`config.mk`:
```
export PLATFORM = sky130hd
export DESIGN_NAME = alu_rr_scheduler_flat
export DESIGN_NICKNAME = d
export VERILOG_FILES = /design/src/rtl/alu_rr_scheduler_if.sv /design/src/rtl/alu_rr_scheduler.sv /design/src/flat_wrapper.sv
export SDC_FILE = /design/constraint.sdc
export NUM_CORES = 1
export LEC_CHECK = 0
export CAP_MARGIN = 20
export CORE_UTILIZATION = 35
export DETAILED_ROUTE_END_ITERATION = 6
export GPL_TIMING_DRIVEN = 1
export PLACE_DENSITY = 0.74
export SYNTH_ARGS = -nofsm -noshare
export SYNTH_HDL_FRONTEND = slang
export SYNTH_SLANG_ARGS = --single-unit
export TNS_END_PERCENT = 50
```
`constraint.sdc`:
```
create_clock -name clk -period 7.1 [get_ports clk]
set_input_delay 1.065 -clock clk [delete_from_list [all_inputs] [get_ports clk]]
set_output_delay 1.065 -clock clk [all_outputs]
set_load 0.01 [all_outputs]
```
`src/rtl/alu_rr_scheduler_if.sv`:
```
// Request/response bundle between the requesters, the consumer and alu_rr_scheduler.
// Requester i's operands and opcode are packed at [8i+7:8i] and [3i+2:3i].
interface alu_rr_scheduler_if #(
    parameter int NUM_REQ = 4,
    parameter int ID_W    = $clog2(NUM_REQ)
);
    logic [NUM_REQ-1:0]   req_valid;
    logic [NUM_REQ-1:0]   req_ready;
    logic [8*NUM_REQ-1:0] req_a;
    logic [8*NUM_REQ-1:0] req_b;
    logic [3*NUM_REQ-1:0] req_sel;
    logic                 rsp_valid;
    logic                 rsp_ready;
    logic [ID_W-1:0]      rsp_id;
    logic [15:0]          rsp_data;
    logic                 rsp_err;

    modport master (
        output req_valid, req_a, req_b, req_sel, rsp_ready,
        input  req_ready, rsp_valid, rsp_id, rsp_data, rsp_err
    );

    modport slave (
        input  req_valid, req_a, req_b, req_sel, rsp_ready,
        output req_ready, rsp_valid, rsp_id, rsp_data, rsp_err
    );
endinterface

```
`src/rtl/alu_rr_scheduler.sv`:
```
// Round-robin scheduler sharing one registered ALU among NUM_REQ requesters.
// Illegal opcodes and divide-by-zero are answered directly and never reach the ALU.
module alu_rr_scheduler #(
    parameter int NUM_REQ = 4,
    parameter int ID_W    = $clog2(NUM_REQ)
) (
    input  logic                 clk,
    input  logic                 rst_n,
    alu_rr_scheduler_if.slave    bus,
    output logic                 busy,
    output logic [7:0]           alu_number1,
    output logic [7:0]           alu_number2,
    output logic [2:0]           alu_sel,
    input  logic [15:0]          alu_out
);
    typedef enum logic [1:0] {IDLE, ISSUE, WAIT, RESP} state_t;

    state_t          state_q, state_d;
    logic [ID_W-1:0] ptr_q, ptr_d;
    logic [ID_W-1:0] rsp_id_q, rsp_id_d;
    logic [2:0]      sel_q, sel_d;
    logic [7:0]      n1_q, n1_d;
    logic [7:0]      n2_q, n2_d;
    logic [15:0]     rsp_data_q, rsp_data_d;
    logic            rsp_err_q, rsp_err_d;

    logic [7:0] a_arr   [NUM_REQ];
    logic [7:0] b_arr   [NUM_REQ];
    logic [2:0] sel_arr [NUM_REQ];

    genvar gi;
    generate
        for (gi = 0; gi < NUM_REQ; gi++) begin : g_unpack
            assign a_arr[gi]   = bus.req_a[8*gi +: 8];
            assign b_arr[gi]   = bus.req_b[8*gi +: 8];
            assign sel_arr[gi] = bus.req_sel[3*gi +: 3];
        end
    endgenerate

    // Round-robin search starting just after the last granted requester.
    logic [NUM_REQ-1:0] grant;
    logic [ID_W-1:0]    grant_id;
    logic               grant_any;
    logic [ID_W:0]      idx_sum;
    logic [ID_W-1:0]    idx;

    always_comb begin
        grant_id  = '0;
        grant_any = 1'b0;
        idx_sum   = '0;
        idx       = '0;
        for (int k = 1; k <= NUM_REQ; k++) begin
            idx_sum = {1'b0, ptr_q} + (ID_W+1)'(k);
            if (idx_sum >= (ID_W+1)'(NUM_REQ)) begin
                idx_sum = idx_sum - (ID_W+1)'(NUM_REQ);
            end
            idx = idx_sum[ID_W-1:0];
            if (!grant_any && bus.req_valid[idx]) begin
                grant_any = 1'b1;
                grant_id  = idx;
            end
        end
        if (state_q != IDLE || !rst_n) begin
            grant_any = 1'b0;
        end
        grant = grant_any ? (NUM_REQ'(1) << grant_id) : '0;
    end

    logic [2:0] in_sel;
    logic [7:0] in_b;
    logic       in_div0;
    logic       in_legal;

    always_comb begin
        in_sel   = sel_arr[grant_id];
        in_b     = b_arr[grant_id];
        in_div0  = (in_sel == 3'b100) && (in_b == 8'd0);
        in_legal = (in_sel != 3'b000) && (in_sel <= 3'b100);
    end

    always_comb begin
        state_d    = state_q;
        ptr_d      = ptr_q;
        rsp_id_d   = rsp_id_q;
        sel_d      = sel_q;
        n1_d       = n1_q;
        n2_d       = n2_q;
        rsp_data_d = rsp_data_q;
        rsp_err_d  = rsp_err_q;
        case (state_q)
            IDLE: begin
                if (grant_any) begin
                    ptr_d    = grant_id;
                    rsp_id_d = grant_id;
                    sel_d    = in_sel;
                    if (in_legal && !in_div0) begin
                        n1_d      = a_arr[grant_id];
                        n2_d      = in_b;
                        rsp_err_d = 1'b0;
                        state_d   = ISSUE;
                    end else begin
                        // Errors skip ISSUE but still pass through WAIT, which
                        // leaves the pre-loaded error response untouched.
                        rsp_err_d  = 1'b1;
                        rsp_data_d = in_div0 ? 16'hFFFF : 16'h0000;
                        state_d    = WAIT;
                    end
                end
            end
            ISSUE: state_d = WAIT;
            WAIT: begin
                if (!rsp_err_q) begin
                    rsp_data_d = alu_out;
                end
                state_d = RESP;
            end
            RESP: begin
                if (bus.rsp_ready) begin
                    state_d = IDLE;
                end
            end
            default: state_d = IDLE;
        endcase
    end

    always_ff @(posedge clk) begin
        if (!rst_n) begin
            state_q    <= IDLE;
            ptr_q      <= ID_W'(NUM_REQ - 1);
            rsp_id_q   <= '0;
            sel_q      <= '0;
            n1_q       <= '0;
            n2_q       <= '0;
            rsp_data_q <= '0;
            rsp_err_q  <= 1'b0;
        end else begin
            state_q    <= state_d;
            ptr_q      <= ptr_d;
            rsp_id_q   <= rsp_id_d;
            sel_q      <= sel_d;
            n1_q       <= n1_d;
            n2_q       <= n2_d;
            rsp_data_q <= rsp_data_d;
            rsp_err_q  <= rsp_err_d;
        end
    end

    assign bus.req_ready = grant;
    assign bus.rsp_valid = (state_q == RESP);
    assign bus.rsp_id    = rsp_id_q;
    assign bus.rsp_data  = rsp_data_q;
    assign bus.rsp_err   = rsp_err_q;
    assign busy          = (state_q != IDLE);
    assign alu_sel       = (state_q == ISSUE) ? sel_q : 3'b000;
    assign alu_number1   = n1_q;
    assign alu_number2   = n2_q;
endmodule

```
`src/flat_wrapper.sv`:
```
// flat-port wrapper written by rule: the top's interface ports become plain ports
module alu_rr_scheduler_flat 
#(
    parameter int NUM_REQ = 4,
    parameter int ID_W    = $clog2(NUM_REQ)
)
  (clk, rst_n, busy, alu_number1, alu_number2, alu_sel, alu_out, bus_req_valid, bus_req_a, bus_req_b, bus_req_sel, bus_rsp_ready, bus_req_ready, bus_rsp_valid, bus_rsp_id, bus_rsp_data, bus_rsp_err);
  alu_rr_scheduler_if #(.NUM_REQ(NUM_REQ), .ID_W(ID_W)) bus_i ();
  input  logic clk;
  input  logic rst_n;
  output logic busy;
  output logic [7:0] alu_number1;
  output logic [7:0] alu_number2;
  output logic [2:0] alu_sel;
  input  logic [15:0] alu_out;
  input wire logic [$bits(bus_i.req_valid)-1:0] bus_req_valid;
  input wire logic [$bits(bus_i.req_a)-1:0] bus_req_a;
  input wire logic [$bits(bus_i.req_b)-1:0] bus_req_b;
  input wire logic [$bits(bus_i.req_sel)-1:0] bus_req_sel;
  input wire logic [$bits(bus_i.rsp_ready)-1:0] bus_rsp_ready;
  output wire logic [$bits(bus_i.req_ready)-1:0] bus_req_ready;
  output wire logic [$bits(bus_i.rsp_valid)-1:0] bus_rsp_valid;
  output wire logic [$bits(bus_i.rsp_id)-1:0] bus_rsp_id;
  output wire logic [$bits(bus_i.rsp_data)-1:0] bus_rsp_data;
  output wire logic [$bits(bus_i.rsp_err)-1:0] bus_rsp_err;
  assign bus_i.req_valid = bus_req_valid;
  assign bus_i.req_a = bus_req_a;
  assign bus_i.req_b = bus_req_b;
  assign bus_i.req_sel = bus_req_sel;
  assign bus_i.rsp_ready = bus_rsp_ready;
  assign bus_req_ready = bus_i.req_ready;
  assign bus_rsp_valid = bus_i.rsp_valid;
  assign bus_rsp_id = bus_i.rsp_id;
  assign bus_rsp_data = bus_i.rsp_data;
  assign bus_rsp_err = bus_i.rsp_err;
  alu_rr_scheduler #(.NUM_REQ(NUM_REQ), .ID_W(ID_W)) u_core (.clk(clk), .rst_n(rst_n), .bus(bus_i), .busy(busy), .alu_number1(alu_number1), .alu_number2(alu_number2), .alu_sel(alu_sel), .alu_out(alu_out));
endmodule
```
==> flow_metrics.tcl, run 1 <==
set metrics [dict create \
    layout-drive-gt1-share 0.0787 \
    htree_levels 2 \
    slew_viol_final 0 \
    first_pass_iters 4 \
    finClkSkew_ns 0.00549 \
    drc_errors 0 \
    grt_pass1_wl_um 12200 \
    ir_drop_mv 0.155 \
    worstSetupStartpointType "primary input" \
    grt_setup_unrepaired "false" \
    seq_area_um2 841 \
    hold_viol_final 0 \
    via_per_inst 5.18 \
    synth_nets 421 \
    port_buffers 142 \
    fp-row-count 31 \
    yosysTopAreaCellShare 0.322 \
    antenna_found_initial 0 \
    post_cts_buffers 0 \
    netlist_area_mm2 0.00261 \
    status "finished, final reports clean" \
    ys_types 35 \
    initialDrtViolationCount 109 \
    yosys.area.top_type "dfxtp_1" \
    cp.arrival_ns 5.27 \
    finalPower_mw 1.33 \
    cts_hold_buf 0 \
    slew_headroom 0.532 \
    fin_nets 549 \
    worstPathMaxFanout 43 \
    hp-class "reg2reg" \
    cp-end-kind "register" \
    p_leak_nw 1.53 \
    crit_type "in2reg" \
    ios 143 \
    required_ns 7.25 \
    synthToLayoutAreaGrowth_pct 60.2 \
    worst_pin_slew_ns 0.700 \
    drt-wirelength-per-cell_um 15.0 \
    path_common_cell "or2_1" \
    drv_cap 0 \
    p_sw_frac 0.399 \
    comb_power_share 0.590 \
    min_period_ns 5.12 \
    hpwlAfterDp_um 6040 \
    slowest_stage "a211oi_4" \
    netlist_top_cells_area "dfxtp_1 (32%), mux2i_1 (8.1%), mux2_2 (7.3%), nand2_1 (6.9%), o211ai_1 (4.6%)" \
    tns_ns 0 \
    power.net_switching_mw 0.531 \
    tritoncts "built" \
    totalWireLength_um 8170 \
    post-route-period-util 0.721 \
    p_int_mw 0.800 \
    cts.sinks 42 \
    crit_chain "clkdlybuf4s50_1 > or2_1 > a311oi_4 > buf_4 > a211oi_1 > a21oi_1 > ha_1 > or4b_4 > a211oi_4 > or2_1 > a31oi_1" \
    numCtsBuffers 5 \
    p_clk_frac 0.119 \
    clock-root-buffer "clkbuf_8" \
    coreArea_mm2 0.00721 \
    antenna_cells 0 \
    synth_warnings 0 \
    clk_latency_ns 0.29 \
    cpPeakStageDelay_ns 0.65 \
    cts.reportedPaths.clkPinSlew_ns 0.07 \
    power_density_mw_per_mm2 318 \
    ys_seq_elements 42 \
    ys_seq_area_frac 0.322 \
    seq_power_share 0.291 \
    overflow 0 \
    die_area_mm2 0.00780 \
    syn_inst 316 \
    grt_max_degree 63 \
    grt_pass1_vias 2596 \
    gp_congestion 0.743 \
    start_util 0.362 \
    cts_resized 0 \
    vias 2816 \
    setup_viol 0 \
    syn_area_per_cell_um2 8.26 \
    fillCellCount 654 \
    grt_usage 0.199 \
    fp.dieH_um 88.3 \
    final_antenna_net_count 0 \
    die_x_um 88.3 \
    multiInputGateArea_mm2 0.00164 \
    clk_path_buf_depth 2 \
    fmax_mhz 195 \
]
-- final timing paths --
kind / startpoint / to / slack, ns / cells past startpoint
setup / recovery: bus_req_valid[1] / u_core.bus.rsp_data[12] / 1.98 / 11
hold / removal: u_core.alu_number1[3] / u_core.alu_number1[3] / 0.47 / 2
setup reg to reg: u_core.ptr_q[1] / u_core.bus.rsp_data[12] / 2.91 / 10
hold reg to reg: u_core.alu_number1[3] / u_core.alu_number1[3] / 0.47 / 2
-- power by group through the flow --
stage                     Sequential [mW]  Combinational (mW)  Clock (mW)
after floorplan                     0.420               0.427           0
after global placement              0.389               0.758           0
after detailed placement            0.391               0.770           0
after CTS                           0.387               0.775       0.162
after global routing                0.397               0.855       0.173
final                               0.387               0.785       0.158
-- layout by cell type (no fill, tap or decap), drive strengths merged, types with 2 or more instances in the layout --
cell type        n
clkdlybuf4s50  141
nand2           48
dfxtp           42
mux2i           21
o21ai           21
nand3           19
mux2            17
a31oi           17
o211ai          16
o31ai           16
a21oi            8
nor3             8
nor2             7
clkbuf           7
buf              7
ha               6
nand2b           5
a211oi           5
a21boi           5
nor3b            4
nor2b            4
or4              4
and2             3
inv              3
or2              2
o2111ai          2
-- logic make-up (layout without fill, tap and decap cells) --
| group | Yosys count | count (layout) | share of synthesized area |
|---|---|---|---|
| flip-flops | 42 | 42 | 0.322 |
| multiplexers | 38 | 38 | 0.154 |
| adder cells (fa/ha/maj) | 6 | 6 | 0.0288 |
| AO/OA/AOI/OAI | 93 | 93 | 0.246 |
| AND/OR/NAND/NOR | 107 | 107 | 0.200 |
| buffers and inverters | 30 | 159 | 0.0499 |
-- metrics by stage --
stage,instances,hold WS [ns],instance area [µm²],worst slack [ns],util
2_1_floorplan,316,0.439,2610,2.84,-
3_3_place_gp,535,0.450,4070,1.84,0.565
3_5_place_dp,535,0.461,4070,1.70,0.565
4_1_cts,543,0.474,4160,2.01,0.577
5_1_grt,544,0.497,4180,1.65,0.579
6_report,544,0.471,4180,1.98,0.579
-- layer usage --
| layer | track usage | up-vias | wire, µm |
|---|---|---|---|
| met5 | 0 | - | 0 |
| met1 | 0.249 | 1271 | 3700 |
| met2 | 0.335 | 112 | 3570 |
| met4 | 0.0484 | 0 | 86 |
| li1 | - | 1422 | - |
| met3 | 0.0616 | 11 | 812 |
-- state kept, by name (all words and copies together), names as in the netlist --
name                 flops
u_core.bus.rsp_id        2
u_core.sel_q             3
u_core.alu_number1       8
u_core.state_q           2
u_core.bus.rsp_err       1
u_core.bus.rsp_data     16
u_core.ptr_q             2
u_core.alu_number2       8
-- final cells by class --
class / count / share of cell area
repair buffers: 148 / 0.351
clock buffers: 7 / 0.0207
flip-flops and latches: 42 / 0.201
inverters: 3 / 0.00269
multi-input cells: 244 / 0.393
clock inverters: 1 / 0.00120
well taps: 99 / 0.0296
-- synth_stat cells --
cell / count
a311oi_4: 1
or4_1: 4
inv_1: 3
buf_6: 1
or2_1: 2
a211oi_1: 4
or4b_4: 1
a21boi_0: 4
buf_2: 2
nor2_1: 7
a31oi_1: 17
a21oi_1: 8
buf_4: 2
o31ai_1: 16
nand2_1: 48
a21o_1: 1
nand3_1: 19
clkbuf_1: 22
nor3_1: 8
o211a_1: 1
nor2b_1: 4
a211oi_4: 1
mux2_2: 17
o211ai_1: 16
ha_1: 6
and4_1: 1
nand2b_1: 5
o2111ai_1: 2
o21ai_0: 21
nor3b_1: 4
dfxtp_1: 42
a21boi_1: 1
nand4b_1: 1
mux2i_1: 21
and2_1: 3
-- critical path: cells and delay by family --
| family | cells | cell delay [ns] |
|---|---|---|
| AOI/OAI and AO/OA | 5 | 1.66 |
| adders and majority gates | 1 | 0.19 |
| buffers and inverters | 2 | 1.03 |
| and+or+nand+nor | 3 | 1.32 |
Power figures use the tool's default switching activity.
==> inputs of run 2 (changes only) <==
--- a/config.mk
+++ b/config.mk
@@ -9,7 +9,7 @@
 export CORE_UTILIZATION = 35
 export DETAILED_ROUTE_END_ITERATION = 6
 export GPL_TIMING_DRIVEN = 1
-export PLACE_DENSITY = 0.74
+export PLACE_DENSITY = 0.76
 export SYNTH_ARGS = -nofsm -noshare
 export SYNTH_HDL_FRONTEND = slang
 export SYNTH_SLANG_ARGS = --single-unit
==> constraint.sdc (replaced) <==
create_clock -name clk -period 4.3 [get_ports clk]
set_input_delay 0.645 -clock clk [delete_from_list [all_inputs] [get_ports clk]]
set_output_delay 0.645 -clock clk [all_outputs]
set_load 0.01 [all_outputs]
==> flow_metrics.tcl, run 2 (synthesis results as in run 1) <==
set metrics [dict create \
    hpwlAfterDp_um 6060 \
    grt_max_degree 38 \
    grt_setup_unrepaired "false" \
    final_common_cell "clkdlybuf4s50_1" \
    die_area_mm2 0.00780 \
    p_leak_nw 1.54 \
    whs_ns 0.470 \
    final_antenna_net_count 0 \
    tritoncts "built" \
    setup_viol 0 \
    grt_pass1_wl_um 12400 \
    cts.reportedPaths.clkPinSlew_ns 0.08 \
    post-route-period-util 0.916 \
    initialDrtViolationCount 115 \
    required_ns 4.44 \
    htree_levels 2 \
    status "finished, final reports clean" \
    place_area_mm2 0.00410 \
    hold_viol_final 0 \
    numCtsBuffers 5 \
    antenna_cells 0 \
    crit_type "in2reg" \
    drc_errors 0 \
    antenna_found_initial 0 \
    vias 2842 \
    min_period_ns 3.94 \
    fin_nets 551 \
    finClkSkew_ns 0.00942 \
    largest_reg_flops 16 \
    drv_cap 0 \
    clk_path_buf_depth 2 \
    cts_hold_buf 0 \
    die_x_um 88.3 \
    synthToLayoutAreaGrowth_pct 61.2 \
    gp_congestion 0.850 \
    layout-drive-gt1-share 0.0828 \
    utilization 0.583 \
    worstSetupStartpointType "primary input" \
    worst_pin_slew_ns 0.674 \
    tns_ns 0 \
    worstPathMaxFanout 16 \
    port_buffers 142 \
    ir_drop_mv 0.340 \
    first_pass_iters 6 \
    rrSetupSlack_ns 0.92 \
    grt_pass1_vias 2658 \
    drt-wirelength-per-cell_um 14.7 \
    hp-class "reg2reg" \
    cts.sinks 42 \
    ios 143 \
    overflow 0 \
    fmax_mhz 254 \
    cts_resized 0 \
    mostFrequentLayoutCells "clkdlybuf4s50_1 (141), nand2_1 (48), dfxtp_1 (42)" \
    fin_area_mm2 0.00421 \
    slew_headroom 0.551 \
    post_cts_buffers 0 \
    fp-row-count 31 \
    start_util 0.362 \
    totalWireLength_um 8040 \
    clock-root-buffer "clkbuf_8" \
    coreArea_mm2 0.00721 \
    power_density_mw_per_mm2 531 \
    grt_usage 0.198 \
    cp-end-kind "register" \
    clk_latency_ns 0.29 \
    slew_viol_final 0 \
    fp.dieH_um 88.3 \
    cp.arrival_ns 4.08 \
    via_per_inst 5.21 \
]
run 2: cell count changes in the layout (fill, tap and decap cells not counted):
cell and delta:
clkinv_2 -1, clkbuf_8 -1, clkinvlp_4 +1, buf_8 -1
bufinv_16 +1, buf_4 +3
run 2: layer usage:
layer  vias to the layer above  global-route usage  wire length (µm)
met4                         0              0.0352                44
met3                         4              0.0513               693
met2                       116               0.331              3690
met5                         -                   0                 0
met1                      1298               0.260              3610
li1                       1424                   -                 -
run 2: area by class of cell:
type,instances,area [µm²]
Sequential cell,42,841
Clock buffer,6,72.6
Timing Repair Buffer,150,1480
Tap cell,99,124
Inverter,3,11.3
Multi-Input combinational cell,244,1640
Fill cell,646,3010
Clock inverter,2,37.5
run 2: worst max-delay path: stages:
cell             delay, ns
clkdlybuf4s50_1       0.47
or2_1                 0.27
a311oi_4              0.62
nor2b_1               0.12
a211oi_1              0.22
a21oi_1               0.10
nor2_1                0.12
ha_1                  0.16
or4b_4                0.51
a211oi_4              0.23
or2_1                 0.46
a31oi_1               0.16
run 2: where the power goes:
group,switching (mW),internal (mW)
logic,0.647,0.636
clock network,0.138,0.173
registers,0.0907,0.547
total,0.875,1.36
run 2: metrics by stage:
stage | setup WS, ns | cells | total power [mW]
2_1_floorplan | 0.460 | 316 | 1.40
3_3_place_gp | 0.216 | 538 | 1.90
3_5_place_dp | 0.0278 | 538 | 1.93
4_1_cts | 0.333 | 546 | 2.25
5_1_grt | 0.0108 | 546 | 2.41
6_report | 0.359 | 546 | 2.23
run 2: worst paths after layout:
path                                             from                      to  depth (start not counted)
worst min register to register  u_core.alu_number1[6]   u_core.alu_number1[6]                          2
worst max register to register        u_core.ptr_q[1]  u_core.bus.rsp_data[2]                         11
worst min-delay path            u_core.alu_number1[6]   u_core.alu_number1[6]                          2
worst max-delay path                 bus_req_valid[1]  u_core.bus.rsp_data[2]                         12
==> inputs of run 3 (changes only) <==
--- a/config.mk
+++ b/config.mk
@@ -6,10 +6,12 @@
 export NUM_CORES = 1
 export LEC_CHECK = 0
 export CAP_MARGIN = 20
-export CORE_UTILIZATION = 35
+export CELL_PAD_IN_SITES_DETAIL_PLACEMENT = 2
+export CELL_PAD_IN_SITES_GLOBAL_PLACEMENT = 2
+export CORE_UTILIZATION = 19
 export DETAILED_ROUTE_END_ITERATION = 6
 export GPL_TIMING_DRIVEN = 1
-export PLACE_DENSITY = 0.76
+export PLACE_DENSITY_LB_ADDON = 0.1
 export SYNTH_ARGS = -nofsm -noshare
 export SYNTH_HDL_FRONTEND = slang
 export SYNTH_SLANG_ARGS = --single-unit
==> flow_metrics.tcl, run 3 (synthesis results as in run 1) <==
set metrics [dict create \
    status "finished, final reports clean" \
    synthToLayoutAreaGrowth_pct 68.3 \
    power.net_switching_mw 0.962 \
    largest_reg_flops 16 \
    grt_pass1_wl_um 17100 \
    fp-row-count 42 \
    seq_power_share 0.261 \
    worstPathMaxFanout 16 \
    cp-end-kind "register" \
    ir_drop_mv 0.193 \
    port_buffers 142 \
    p_int_mw 1.49 \
    slew_viol_final 0 \
    post_cts_buffers 0 \
    htree_levels 2 \
    grt_usage 0.150 \
    overflow 0 \
    worstSetupStartpointType "primary input" \
    power_density_mw_per_mm2 559 \
    tns_ns 0 \
    die_x_um 119 \
    p_sw_frac 0.392 \
    die_area_mm2 0.0142 \
    worst_pin_slew_ns 0.696 \
    layout-drive-gt1-share 0.0911 \
    grt_pass1_vias 3109 \
    final_antenna_net_count 0 \
    utilization 0.330 \
    cts.sinks 42 \
    via_per_inst 4.62 \
    drc_errors 0 \
    detailedPlace.worstSlack_ns 0.150 \
    clock-root-buffer "clkbuf_16" \
    cp.arrival_ns 4.05 \
    cts_hold_buf 0 \
    numCtsBuffers 5 \
    hp-class "reg2reg" \
    tritoncts "built" \
    coreArea_mm2 0.0133 \
    vias 2891 \
    whs_ns 0.471 \
    cpPeakStageDelay_ns 0.59 \
    grt_max_degree 62 \
    hpwlAfterDp_um 8000 \
    antenna_cells 0 \
    slowest_stage "a311oi_4" \
    setup_slack_ns 0.456 \
    gp_congestion 0.729 \
    crit_type "in2reg" \
    cts.reportedPaths.clkPinSlew_ns 0.06 \
    post-route-period-util 0.894 \
    grt_setup_unrepaired "false" \
    first_pass_iters 4 \
    comb_power_share 0.566 \
    mostFrequentLayoutCells "clkdlybuf4s50_1 (141), nand2_1 (48), dfxtp_1 (42)" \
    drv_cap 0 \
    cts_resized 0 \
    slew_headroom 0.536 \
    ios 143 \
    drt-wirelength-per-cell_um 16.7 \
    p_leak_nw 1.59 \
    crit_chain "clkdlybuf4s50_1 > or2_1 > a311oi_4 > nor2b_1 > a211oi_1 > a21oi_1 > nor2_1 > ha_1 > or4b_4 > a211oi_4 > buf_4 > o31ai_1 > a31oi_1" \
    finClkSkew_ns 0.00597 \
    fmax_mhz 260 \
    fillCellCount 1511 \
    fp.dieH_um 119 \
    clk_latency_ns 0.28 \
    setup_viol 0 \
    totalWireLength_um 10500 \
    hold_viol_final 0 \
    min_period_ns 3.84 \
    p_clk_frac 0.173 \
    required_ns 4.51 \
    clk_path_buf_depth 2 \
    fin_nets 554 \
    antenna_found_initial 0 \
    initialDrtViolationCount 118 \
    start_util 0.196 \
    final_common_cell "clkdlybuf4s50_1" \
]
run 3: cell count changes in the layout (fill, tap and decap cells not counted):
cell / previous run / this run
clkbuf_1: 1 / 0
clkinv_2: 0 / 2
buf_12: 0 / 1
buf_4: 8 / 10
clkinvlp_4: 1 / 0
clkbuf_8: 5 / 0
clkbuf_16: 0 / 5
run 3: through the flow:
stage,power [mW],area [µm²],std cells
5_1_grt,2.66,4390,626
6_report,2.46,4390,626
4_1_cts,2.51,4390,626
2_1_floorplan,1.40,2610,316
3_5_place_dp,2.06,4230,618
3_3_place_gp,2.03,4230,618
run 3: path summary, 6_finish.rpt:
path / from / cells after the start / slack [ns] / end
max reg2reg: u_core.ptr_q[1] / 12 / 1.01 / u_core.bus.rsp_data[13]
min: u_core.alu_number2[4] / 2 / 0.47 / u_core.alu_number2[4]
min reg2reg: u_core.alu_number2[4] / 2 / 0.47 / u_core.alu_number2[4]
max: bus_req_valid[1] / 13 / 0.46 / u_core.bus.rsp_data[13]
run 3: power groups by stage:
stage | Combinational [mW] | Sequential, mW | Clock (mW)
floorplan | 0.704 | 0.693 | 0
global placement | 1.38 | 0.646 | 0
detailed placement | 1.41 | 0.650 | 0
CTS | 1.42 | 0.645 | 0.441
global route | 1.53 | 0.664 | 0.459
finish | 1.39 | 0.642 | 0.426
run 3: per-layer routing:
metal,vias up,GRT usage,wire [µm]
met4,0,0.0261,60
met5,-,0,0
met1,1364,0.216,5250
met3,4,0.0369,639
li1,1433,-,-
met2,90,0.226,4500
run 3: critical path: cells and delay by family:
kind,cells,cell delay (ns)
AO/OA/AOI/OAI,6,1.43
AND/OR/NAND/NOR,4,1.03
buffers and inverters,2,0.75
adder cells (fa/ha/maj),1,0.17
run 3: cell type report:
| cell class | instances | area, µm² | share of cell area |
|---|---|---|---|
| Tap cell | 176 | 220 | 0.0501 |
| Sequential cell | 42 | 841 | 0.191 |
| Timing Repair Buffer | 153 | 1510 | 0.344 |
| Multi-Input combinational cell | 244 | 1640 | 0.374 |
| Clock buffer | 5 | 125 | 0.0285 |
| Clock inverter | 3 | 40.0 | 0.00912 |
| Inverter | 3 | 11.3 | 0.00256 |
